`config.mk`:
```
export PLATFORM = sky130hd
export DESIGN_NAME = store_merge_unit
export DESIGN_NICKNAME = d
export VERILOG_FILES = /design/src/rtl/store_merge_unit.sv
export SDC_FILE = /design/constraint.sdc
export NUM_CORES = 1
export LEC_CHECK = 0
export ABC_AREA = 1
export BUFFER_PORTS_ARGS = -buffer_cell sky130_fd_sc_hd__buf_2
export CAP_MARGIN = 20
export CELL_PAD_IN_SITES_DETAIL_PLACEMENT = 0
export CELL_PAD_IN_SITES_GLOBAL_PLACEMENT = 2
export CORE_MARGIN = 5
export CORE_UTILIZATION = 28
export CTS_CLUSTER_SIZE = 16
export DETAILED_ROUTE_END_ITERATION = 16
export GPL_TIMING_DRIVEN = 0
export PLACE_DENSITY_LB_ADDON = 0.1
export RECOVER_POWER = 25
export SLEW_MARGIN = 5
export SYNTH_ARGS = -nofsm -noshare
export SYNTH_HDL_FRONTEND = slang
export SYNTH_SLANG_ARGS = --single-unit
```
`constraint.sdc`:
```
create_clock -name clk -period 2.7 [get_ports clk]
set_input_delay 0 -clock clk [delete_from_list [all_inputs] [get_ports clk]]
set_output_delay 0 -clock clk [all_outputs]
set_load 0.05 [all_outputs]
```
`src/rtl/store_merge_unit.sv`:
```
// Store path for sd/sw/sh/sb. Partial stores do a read-modify-write of the
// enclosing doubleword; misaligned stores are rejected without touching memory.
module store_merge_unit (
   input  logic        clk,
   input  logic        reset,
   input  logic        start,
   input  logic [1:0]  tam,
   input  logic [63:0] addr,
   input  logic [63:0] wdata,
   input  logic [63:0] mem_rdata,
   output logic [63:0] mem_addr,
   output logic        mem_wr,
   output logic [63:0] mem_wdata,
   output logic        busy,
   output logic        done,
   output logic        misalign
);

   typedef enum logic [2:0] {S_IDLE, S_READ, S_CAPTURE, S_WRITE, S_DONE} state_t;

   state_t      r_state;
   logic [63:0] r_addr_q;
   logic [63:0] r_wdata_q;
   logic [63:0] r_merged;
   logic [1:0]  r_tam_q;
   logic        r_rej;

   logic        w_mis;
   logic [7:0]  w_mask;
   logic [63:0] w_shdata;
   logic [63:0] w_merge;

   always_comb begin
      case (tam)
         2'b00:   w_mis = (addr[2:0] != 3'd0);
         2'b01:   w_mis = (addr[1:0] != 2'd0);
         2'b10:   w_mis = addr[0];
         default: w_mis = 1'b0;
      endcase
   end

   // Accepted partial stores are naturally aligned, so shifting the data and
   // the lane mask by the byte offset lands them on the right lanes.
   always_comb begin
      case (r_tam_q)
         2'b01:   w_mask = 8'h0F << r_addr_q[2:0];
         2'b10:   w_mask = 8'h03 << r_addr_q[2:0];
         2'b11:   w_mask = 8'h01 << r_addr_q[2:0];
         default: w_mask = 8'h00;
      endcase
   end

   assign w_shdata = r_wdata_q << {r_addr_q[2:0], 3'b000};

   for (genvar k = 0; k < 8; k++) begin : g_lane
      assign w_merge[8*k +: 8] = w_mask[k] ? w_shdata[8*k +: 8] : mem_rdata[8*k +: 8];
   end

   always_ff @(posedge clk) begin
      if (reset) begin
         r_state   <= S_IDLE;
         r_addr_q  <= '0;
         r_wdata_q <= '0;
         r_merged  <= '0;
         r_tam_q   <= '0;
         r_rej     <= 1'b0;
      end else begin
         case (r_state)
            S_IDLE: begin
               if (start) begin
                  r_addr_q  <= addr;
                  r_wdata_q <= wdata;
                  r_tam_q   <= tam;
                  r_rej     <= w_mis;
                  if (w_mis)               r_state <= S_DONE;
                  else if (tam == 2'b00)   r_state <= S_WRITE;
                  else                     r_state <= S_READ;
               end
            end
            S_READ:    r_state <= S_CAPTURE;
            S_CAPTURE: begin
               r_merged <= w_merge;
               r_state  <= S_WRITE;
            end
            S_WRITE:   r_state <= S_DONE;
            S_DONE:    r_state <= S_IDLE;
            default:   r_state <= S_IDLE;
         endcase
      end
   end

   assign busy      = (r_state != S_IDLE);
   assign mem_wr    = (r_state == S_WRITE);
   assign done      = (r_state == S_DONE);
   assign misalign  = done & r_rej;
   assign mem_addr  = busy ? {r_addr_q[63:3], 3'b000} : 64'd0;
   assign mem_wdata = (r_tam_q == 2'b00) ? r_wdata_q : r_merged;

endmodule

```
# Word-level counts from Yosys, hierarchy flattened
# Index checks and enable logic that the tools add are counted.
dict set report totals {
  output_inout_bits 132
  elab_cells 44
  reg_bits 198
  in_bits 197
}
dict set report classes {
  shift 4
  n_reduce_logical 7
  mux 16
  bitwise 1
  eq_ne 10
}
# op n
set ops {}
lappend ops {{two-way mux 64 bit} 2}
lappend ops {{two-way mux 8 bit} 8}
lappend ops {{left shift 64 x 6 -> 64 bit} 1}
lappend ops {{case mux 8 bit (3 select lines)} 1}
lappend ops {{case mux 3 bit (4 select lines)} 1}
lappend ops {{left shift 1 x 3 -> 8 bit (first input constant)} 1}
lappend ops {{left shift 2 x 3 -> 8 bit (first input constant)} 1}
lappend ops {{left shift 4 x 3 -> 8 bit (first input constant)} 1}
lappend ops {{equality test 2 bit (second input constant)} 3}
lappend ops {{equality test 3 x 2 -> 1 bit (second input constant)} 2}
lappend ops {{two-way mux 3 bit} 2}
lappend ops {{nonzero test 3 bit} 2}
lappend ops {{equality test 2 x 1 -> 1 bit (second input constant)} 2}
lappend ops {{zero test 2 bit} 2}
lappend ops {{equality test 3 x 1 -> 1 bit (second input constant)} 1}
lappend ops {{equality test 3 bit (second input constant)} 1}
lappend ops {{zero test 3 bit} 1}
lappend ops {{case mux 1 bit (3 select lines)} 1}
lappend ops {{two-way mux 2 bit} 1}
lappend ops {{inequality test 2 bit (second input constant)} 1}
lappend ops {{AND reduction 2 bit} 1}
lappend ops {{nonzero test 2 bit} 1}
lappend ops {{AND 1 bit} 1}

# Longest topological paths before layout
# Gate-level depths: netlist of the first run.
dict set report depth {
  ltp_word 5
  mapped_depth 12
  mapped_depth_nobuf 10
}

# Worst setup path before layout of the first run
# No wires, ideal clock.
dict set report synth_timing {
  kind {register -> output}
  from {register r_tam_q[1]}
  to {output mem_wdata[13]}
  n_path_buf 2
  stages_incl_launch_ff 6
  slack_ns 0.643
  required_time_ns 2.700
  arrival_ns 2.057
  cell_sequence {dfxtp_1 nor2_4 inv_2 buf_6 clkbuf_1 o21ai_0}
}
dict set report synth_between {
  elab_chain_cells 2
}
# element line
set synth_rtl {}
lappend synth_rtl {{start: declaration} 25} ;# logic [1:0] r_tam_q;
lappend synth_rtl {{start signal: assignment} 73} ;# r_tam_q <= tam;
lappend synth_rtl {{zero test 2 bit} 97} ;# assign mem_wdata = (r_tam_q == 2'b00) ? r_wdata_q : r_merged;
lappend synth_rtl {{two-way mux 64 bit} 97}
lappend synth_rtl {{end: declaration} 13} ;# output logic [63:0] mem_wdata,
# No other way between the ends.

# Worst setup path in the final report of the first run
dict set report layout_timing {
  from {register r_tam_q[1]}
  to {output mem_wdata[14]}
}
# The elaborated chain is that of the path after synthesis.

==> results of run 1 <==
-- area by class of cell --
type	count	area, sq um
inverters	196	736
repair buffers	526	3640
clock buffers	17	425
clock inverters	15	190
flip-flops and latches	198	3960
diodes	1	2.50
fillers	4071	21400
well taps	468	586
plain buffers	115	529
multi-input cells	1137	5100
-- report_power, final --
group / internal (mW) / switching [mW]
logic: 1.01 / 2.55
registers: 3.23 / 0.229
clock network: 1.41 / 1.34
-- cells by family (layout without fill, tap and decap cells) --
family,after synthesis,in the layout
buf+inv,311,869
flops,198,198
simple gates,699,699
other cells,1,4
compound gates,435,435
-- cell usage after synthesis, drive strengths merged --
| cell | instances | area [sq um] |
|---|---|---|
| o21ai | 258 | 1300 |
| nand4 | 3 | 18.8 |
| nor3 | 1 | 5.00 |
| conb | 1 | 3.75 |
| clkbuf | 70 | 263 |
| nand3 | 110 | 556 |
| o211ai | 11 | 82.6 |
| buf | 45 | 275 |
| nor2 | 174 | 714 |
| and3 | 1 | 6.26 |
| nand2 | 410 | 1560 |
| o31ai | 1 | 7.51 |
| a211oi | 1 | 7.51 |
| o21a | 5 | 37.5 |
| inv | 196 | 736 |
| dfxtp | 198 | 3960 |
| a21oi | 159 | 811 |
-- cell usage in the layout, fill, tap and decap left out, types with 2 or more instances in the layout --
cell type	instances
nand2_1	407
buf_2	333
o21ai_0	252
dlygate4sd3_1	202
dfxtp_1	198
inv_1	184
nor2_1	167
a21oi_1	157
nand3_1	109
clkbuf_1	78
clkbuf_16	17
inv_2	12
o211ai_1	11
buf_1	10
buf_4	8
buf_6	6
o21a_1	5
clkbuf_2	4
clkinvlp_4	4
inv_6	4
nor2_2	3
nor2_4	3
o21ai_2	3
o21ai_1	3
nand4_1	3
conb_1	3
clkinv_8	3
nand2_2	2
bufinv_16	2
-- worst max-delay path: stages, from the launching register on --
cell	delay, ns
dfxtp_1	0.43
nor2_4	0.41
inv_2	0.11
buf_6	0.17
clkbuf_1	0.24
o21ai_0	0.50
buf_2	0.37
-- what timing repair did --
action,CTS,global route
resized for setup,0,2
endpoints found under the hold margin,197,0
setup endpoints to repair,0,3
hold buffers,202,0
-- registers in the layout, summed over array words and instances, names as in the netlist --
signal and count:
r_tam_q 2, r_addr_q 64, r_merged 64, r_state 3, r_wdata_q 64, r_rej 1
-- routing by layer --
metal / share of wire (%) / up-vias / wire length, microns
met5: 0 / - / 0
met4: 2.5 / 0 / 1260
met3: 5.2 / 53 / 2630
met2: 49 / 329 / 25000
met1: 43 / 5776 / 21900
li1: - / 6334 / -
-- final timing paths --
kind | start | end | slack (ns) | cells after the start
max | r_tam_q[1]$_SDFFE_PP0P_ | mem_wdata[14] | -0.004 | 6
min | reset | r_merged[38]$_SDFFE_PP0N_ | 0.28 | 5
max reg2reg | r_addr_q[0]$_SDFFE_PP0P_ | r_merged[4]$_SDFFE_PP0N_ | 0.21 | 9
min reg2reg | r_addr_q[48]$_SDFFE_PP0P_ | r_addr_q[48]$_SDFFE_PP0P_ | 0.45 | 2
-- stage by stage --
step | worst slack (ns) | hold slack (ns) | std cells | power (mW) | cell area [sq um]
detailed placement | 0.564 | 0.228 | 2438 | 6.88 | 12600
finish | -0.00430 | 0.281 | 2673 | 9.77 | 15200
global route | 0.00513 | 0.304 | 2673 | 10.3 | 15200
floorplan | 0.643 | 0.135 | 1646 | 5.66 | 10400
global placement | 0.539 | 0.227 | 2438 | 6.87 | 12600
CTS | 0.0466 | 0.276 | 2672 | 9.87 | 15200
==> metrics, run 1 <==
Compound-Gate Fraction of Synth Area 21.7%; post-synthesis mux area share 0%; Synth Area in XOR/XNOR 0%; core area roughly 37000 sq um; # setup viols final 1; post-synthesis register bit count 198; Achievable Freq 370 MHz; Root Buffer clkbuf_16; Worst-path clk slew roughly 0.08 ns; violated checks negative setup slack; final core utilization 41.5%; grt peak-use layer met2; 1st-iter DRT viols 760; setup bufs post-CTS 0; M2 GR Usage 43.3%; Synth Instances 1644; Final Hold Viols 0; Initial Util between 20 and 30%; clk buf depth 2; met3 usage roughly 5.0%; Synth Area in Adders 0%; leak pwr about 7.1 nW; first-pass GRT wire length 76500 microns; crit share post-route 100%; antenna-violating nets left 0; area grow syn2layout 46.6%; final WL around 51000 microns; clock skew 0.0124 ns; Syn. warnings 0; Pwr Density approximately 640 nW/um^2; Slew @ Worst Pin a little under 1 ns; synth unique cells 31; Worst EP arrival 2.70 ns; clock sink count 198; largest net degree at the start of global routing 20; IO Count about 330; drt pass-1 iters 5; share of cells above drive strength 1 18.6%; number of global-route vias before repair 12900; Post-Syn Area between 10000 and 15000 sq um; Setup crit end kind output pin; Die Ht between 200 and 250 microns; I/O Buffers 324; Post-DP HPWL 39800 microns; Vias 12500; CP Launch Type flop; GRT overflow 0; CP max FO 10; status complete, but fails checks; max_slew headroom 34.8%; RSZ-0062 raised after global routing no; Residual DRC 0; Max H-tree Level 4; die area 40900 sq um; DR WL/cell ~19 microns; total CTS buffers 17; Mapped Avg Cell Area approximately 6.3 sq um; Final Slew Violations 0; Peak VDD IR around 0.53 mV; class of the most critical setup path flop to output pin; setup TNS -0.00430 ns; row count 70; largest family of logic cells by synthesized area simple AND/OR/NAND/NOR gates; CTS tree built; post-synthesis simple-gate area fraction 27.6%; fin nets between 2000 and 2500; GP Congestion approximately 0.90; Vias/cell approximately 4.7; Hold Crit Class primary input to flop; max cap viols 0; Final min period around 2.7 ns; Skew-Pair Late Insertion Delay 0.46 ns; initial antenna violation count 1; sequential fraction of the synthesis area about two fifths; GRT Total Usage 24.3%; met1 Usage GRT between 20% and 30%; Die X-Extent between 200 and 250 microns; final worst slack -0.00430 ns; WP data required ~2.7 ns
Note: power is estimated with default switching activity, not from simulation.
==> run 2, diff against run 1 <==
--- a/config.mk
+++ b/config.mk
@@ -14,9 +14,11 @@
 export CORE_UTILIZATION = 28
 export CTS_CLUSTER_SIZE = 16
 export DETAILED_ROUTE_END_ITERATION = 16
+export GPL_ROUTABILITY_DRIVEN = 0
 export GPL_TIMING_DRIVEN = 0
 export PLACE_DENSITY_LB_ADDON = 0.1
 export RECOVER_POWER = 25
+export SETUP_SLACK_MARGIN = 0.02
 export SLEW_MARGIN = 5
 export SYNTH_ARGS = -nofsm -noshare
 export SYNTH_HDL_FRONTEND = slang
==> constraint.sdc (replaced) <==
create_clock -name clk -period 2.7 [get_ports clk]
set_input_delay 0.54 -clock clk [delete_from_list [all_inputs] [get_ports clk]]
set_output_delay 0.54 -clock clk [all_outputs]
set_load 0.05 [all_outputs]
==> run 2 against run 1 <==
Against the previous run: the flow now finishes without violations; sequential share of layout area rose by 3.8 points; global-route usage fell by 0.96 points; count of clock-buffer cells in the layout rose by 2.
==> metrics, run 2 (synthesis results as in run 1) <==
final WL 49200 microns (-3.1%); Die Ht 202 microns (unchanged); Hold Crit Depth 3 (-2); clock sink count 198 (unchanged); Max H-tree Level 4 (unchanged); Vias/cell 4.76 (+1.8%); die area 40900 sq um (unchanged); CTS tree built; drt pass-1 iters 7 (+2); core area 36500 sq um (unchanged); first-pass GRT wire length 72500 microns (-5.2%); final worst slack 0.0926 ns (+0.0969 ns); CP Launch Type flop; antenna-violating nets left 0 (unchanged); initial antenna violation count 8 (+7); CP max FO 10 (unchanged); share of cells above drive strength 1 22.1% (+3.5 points); IO Count 329 (unchanged); # setup viols final 0 (-1); I/O Buffers 324 (unchanged); fin nets 2188 (-8.4%); Worst-path clk slew 0.08 ns (about the same); number of global-route vias before repair 11900 (-7.9%); worst reg-to-reg path cell count 7 (-2); largest net degree at the start of global routing 19 (-5.0%); Vias 11800 (-5.9%); RR Startpoint r_state[2]$_SDFFE_PP0P_; WP data required 2.16 ns (-0.54 ns); leak pwr 6.39 nW (-10%); class of the most critical setup path flop to output pin; Final min period 2.61 ns (-0.0969 ns); Setup crit end kind output pin; dpl ws 0.0125 ns (-0.552 ns); crit share post-route 96.6% (-3.6 points); fillers 4230 (+3.9%); total CTS buffers 17 (unchanged); area grow syn2layout 28.1%; Final Hold Viols 0 (unchanged); Post-DP HPWL 39600 microns (-0.52%); Multi-input gate area 5120 sq um (+0.39%); Skew-Pair Late Insertion Delay 0.46 ns (about the same); Reg2Reg Setup Slack 0.24 ns (+0.03 ns); clk buf depth 2 (unchanged); hold buffers post-CTS 0 (-100%); Peak VDD IR 0.557 mV (+5.3%); commonest non-fill, non-tap cells in the layout nand2_1 (406), buf_2 (321), o21ai_0 (239); Pwr Total 9.57 mW (-2.0%); DR WL/cell 19.9 microns (+4.8%); status complete, no violations; Root Buffer clkbuf_16; Residual DRC 0 (unchanged); Hold Crit Class primary input to flop; most common cell after layout, fill and taps aside nand2_1; row count 70 (unchanged); max cap viols 0 (unchanged); Largest regs r_addr_q (64), r_merged (64), r_wdata_q (64); RSZ-0062 raised after global routing no; clock skew 0.0125 ns (+0.000118 ns); GRT Total Usage 23.3% (-0.96 points); final core utilization 36.3% (-5.2 points); worst reg2reg path endpoint r_wdata_q[5]$_SDFFE_PP0P_; Setup crit start r_tam_q[1]$_SDFFE_PP0P_; Pwr Density 722 nW/um^2 (+12%); critical path endpoint mem_wdata[61]; Initial Util 28.3% (unchanged); Slew @ Worst Pin 0.987 ns (+0.0128 ns); Die X-Extent 202 microns (unchanged); Final Slew Violations 0 (unchanged); FF/Latch Area 3970 sq um (about the same); Worst EP arrival 2.07 ns (-0.63 ns); 1st-iter DRT viols 701 (-7.8%); # diodes 0 (-1); Achievable Freq 384 MHz (+3.7%); GRT overflow 0 (unchanged); max_slew headroom 34.0% (-0.86 points)
==> run 2: changes by cell type in the layout (fill, tap and decap cells not counted), sizes merged <==
cell	change
inv	+1
clkbuf	-1
diode	-1
clkinvlp	-3
dlygate4sd3	-202
buf	+5
==> run 2: worst max-delay path, cell delays in order, from the launching register on <==
cell	delay, ns
dfxtp_2	0.46
nor2_4	0.09
inv_2	0.09
buf_6	0.15
clkbuf_2	0.29
nand2_1	0.11
o21ai_0	0.11
buf_2	0.31
==> run 2: worst min path at each step <==
stage                                  to                        from  slack (ns)
6_report       r_wdata_q[44]$_SDFFE_PP0P_                   wdata[44]        0.31
4_1_cts        r_wdata_q[38]$_SDFFE_PP0P_                   wdata[38]        0.29
2_1_floorplan  r_wdata_q[56]$_SDFFE_PP0P_  r_wdata_q[56]$_SDFFE_PP0P_        0.42
5_1_grt        r_wdata_q[38]$_SDFFE_PP0P_                   wdata[38]        0.30
3_3_place_gp    r_addr_q[63]$_SDFFE_PP0P_   r_addr_q[63]$_SDFFE_PP0P_        0.44
3_5_place_dp    r_addr_q[25]$_SDFFE_PP0P_   r_addr_q[25]$_SDFFE_PP0P_        0.44
==> run 2: layer usage <==
layer | share of wire (%) | track usage, % | vias to the layer above | routed length [microns]
li1 | - | - | 5931 | -
met1 | 44 | 29.2 | 5445 | 21600
met2 | 48 | 40.6 | 303 | 23800
met3 | 5.5 | 5.54 | 65 | 2690
met4 | 2.2 | 5.89 | 16 | 1070
met5 | 0.17 | 0 | - | 83
==> run 2: power by group <==
part	total, mW	internal (mW)	switching (mW)
Sequential	3.45	3.23	0.225
Combinational	3.39	0.875	2.52
Clock	2.72	1.42	1.30
Total	9.57	5.53	4.04
==> run 2: repair_timing <==
action / CTS / global route
pin swaps: 1 / 0
endpoints found under the setup margin: 64 / 35
gates resized for setup: 38 / 25
hold endpoints to repair: 0 / 0
buffers inserted: 4 / 0
==> run 2: final cells by class <==
class / count / share of cell area, %
Inverter: 196 / 5.55
Sequential cell: 198 / 29.9
Clock inverter: 13 / 1.21
Tap cell: 468 / 4.42
Timing Repair Buffer: 328 / 12.8
Buffer: 113 / 4.14
Clock buffer: 19 / 3.34
Multi-Input combinational cell: 1137 / 38.6
==> run 2: through the flow <==
| step | cells | hold WS, ns | cell area [sq um] | setup TNS, ns |
|---|---|---|---|---|
| floorplan | 1646 | 0.425 | 10400 | 0 |
| global placement | 2438 | 0.441 | 12600 | -0.0216 |
| detailed placement | 2438 | 0.443 | 12600 | 0 |
| CTS | 2473 | 0.287 | 13200 | 0 |
| global route | 2472 | 0.298 | 13300 | 0 |
| finish | 2472 | 0.306 | 13300 | 0 |
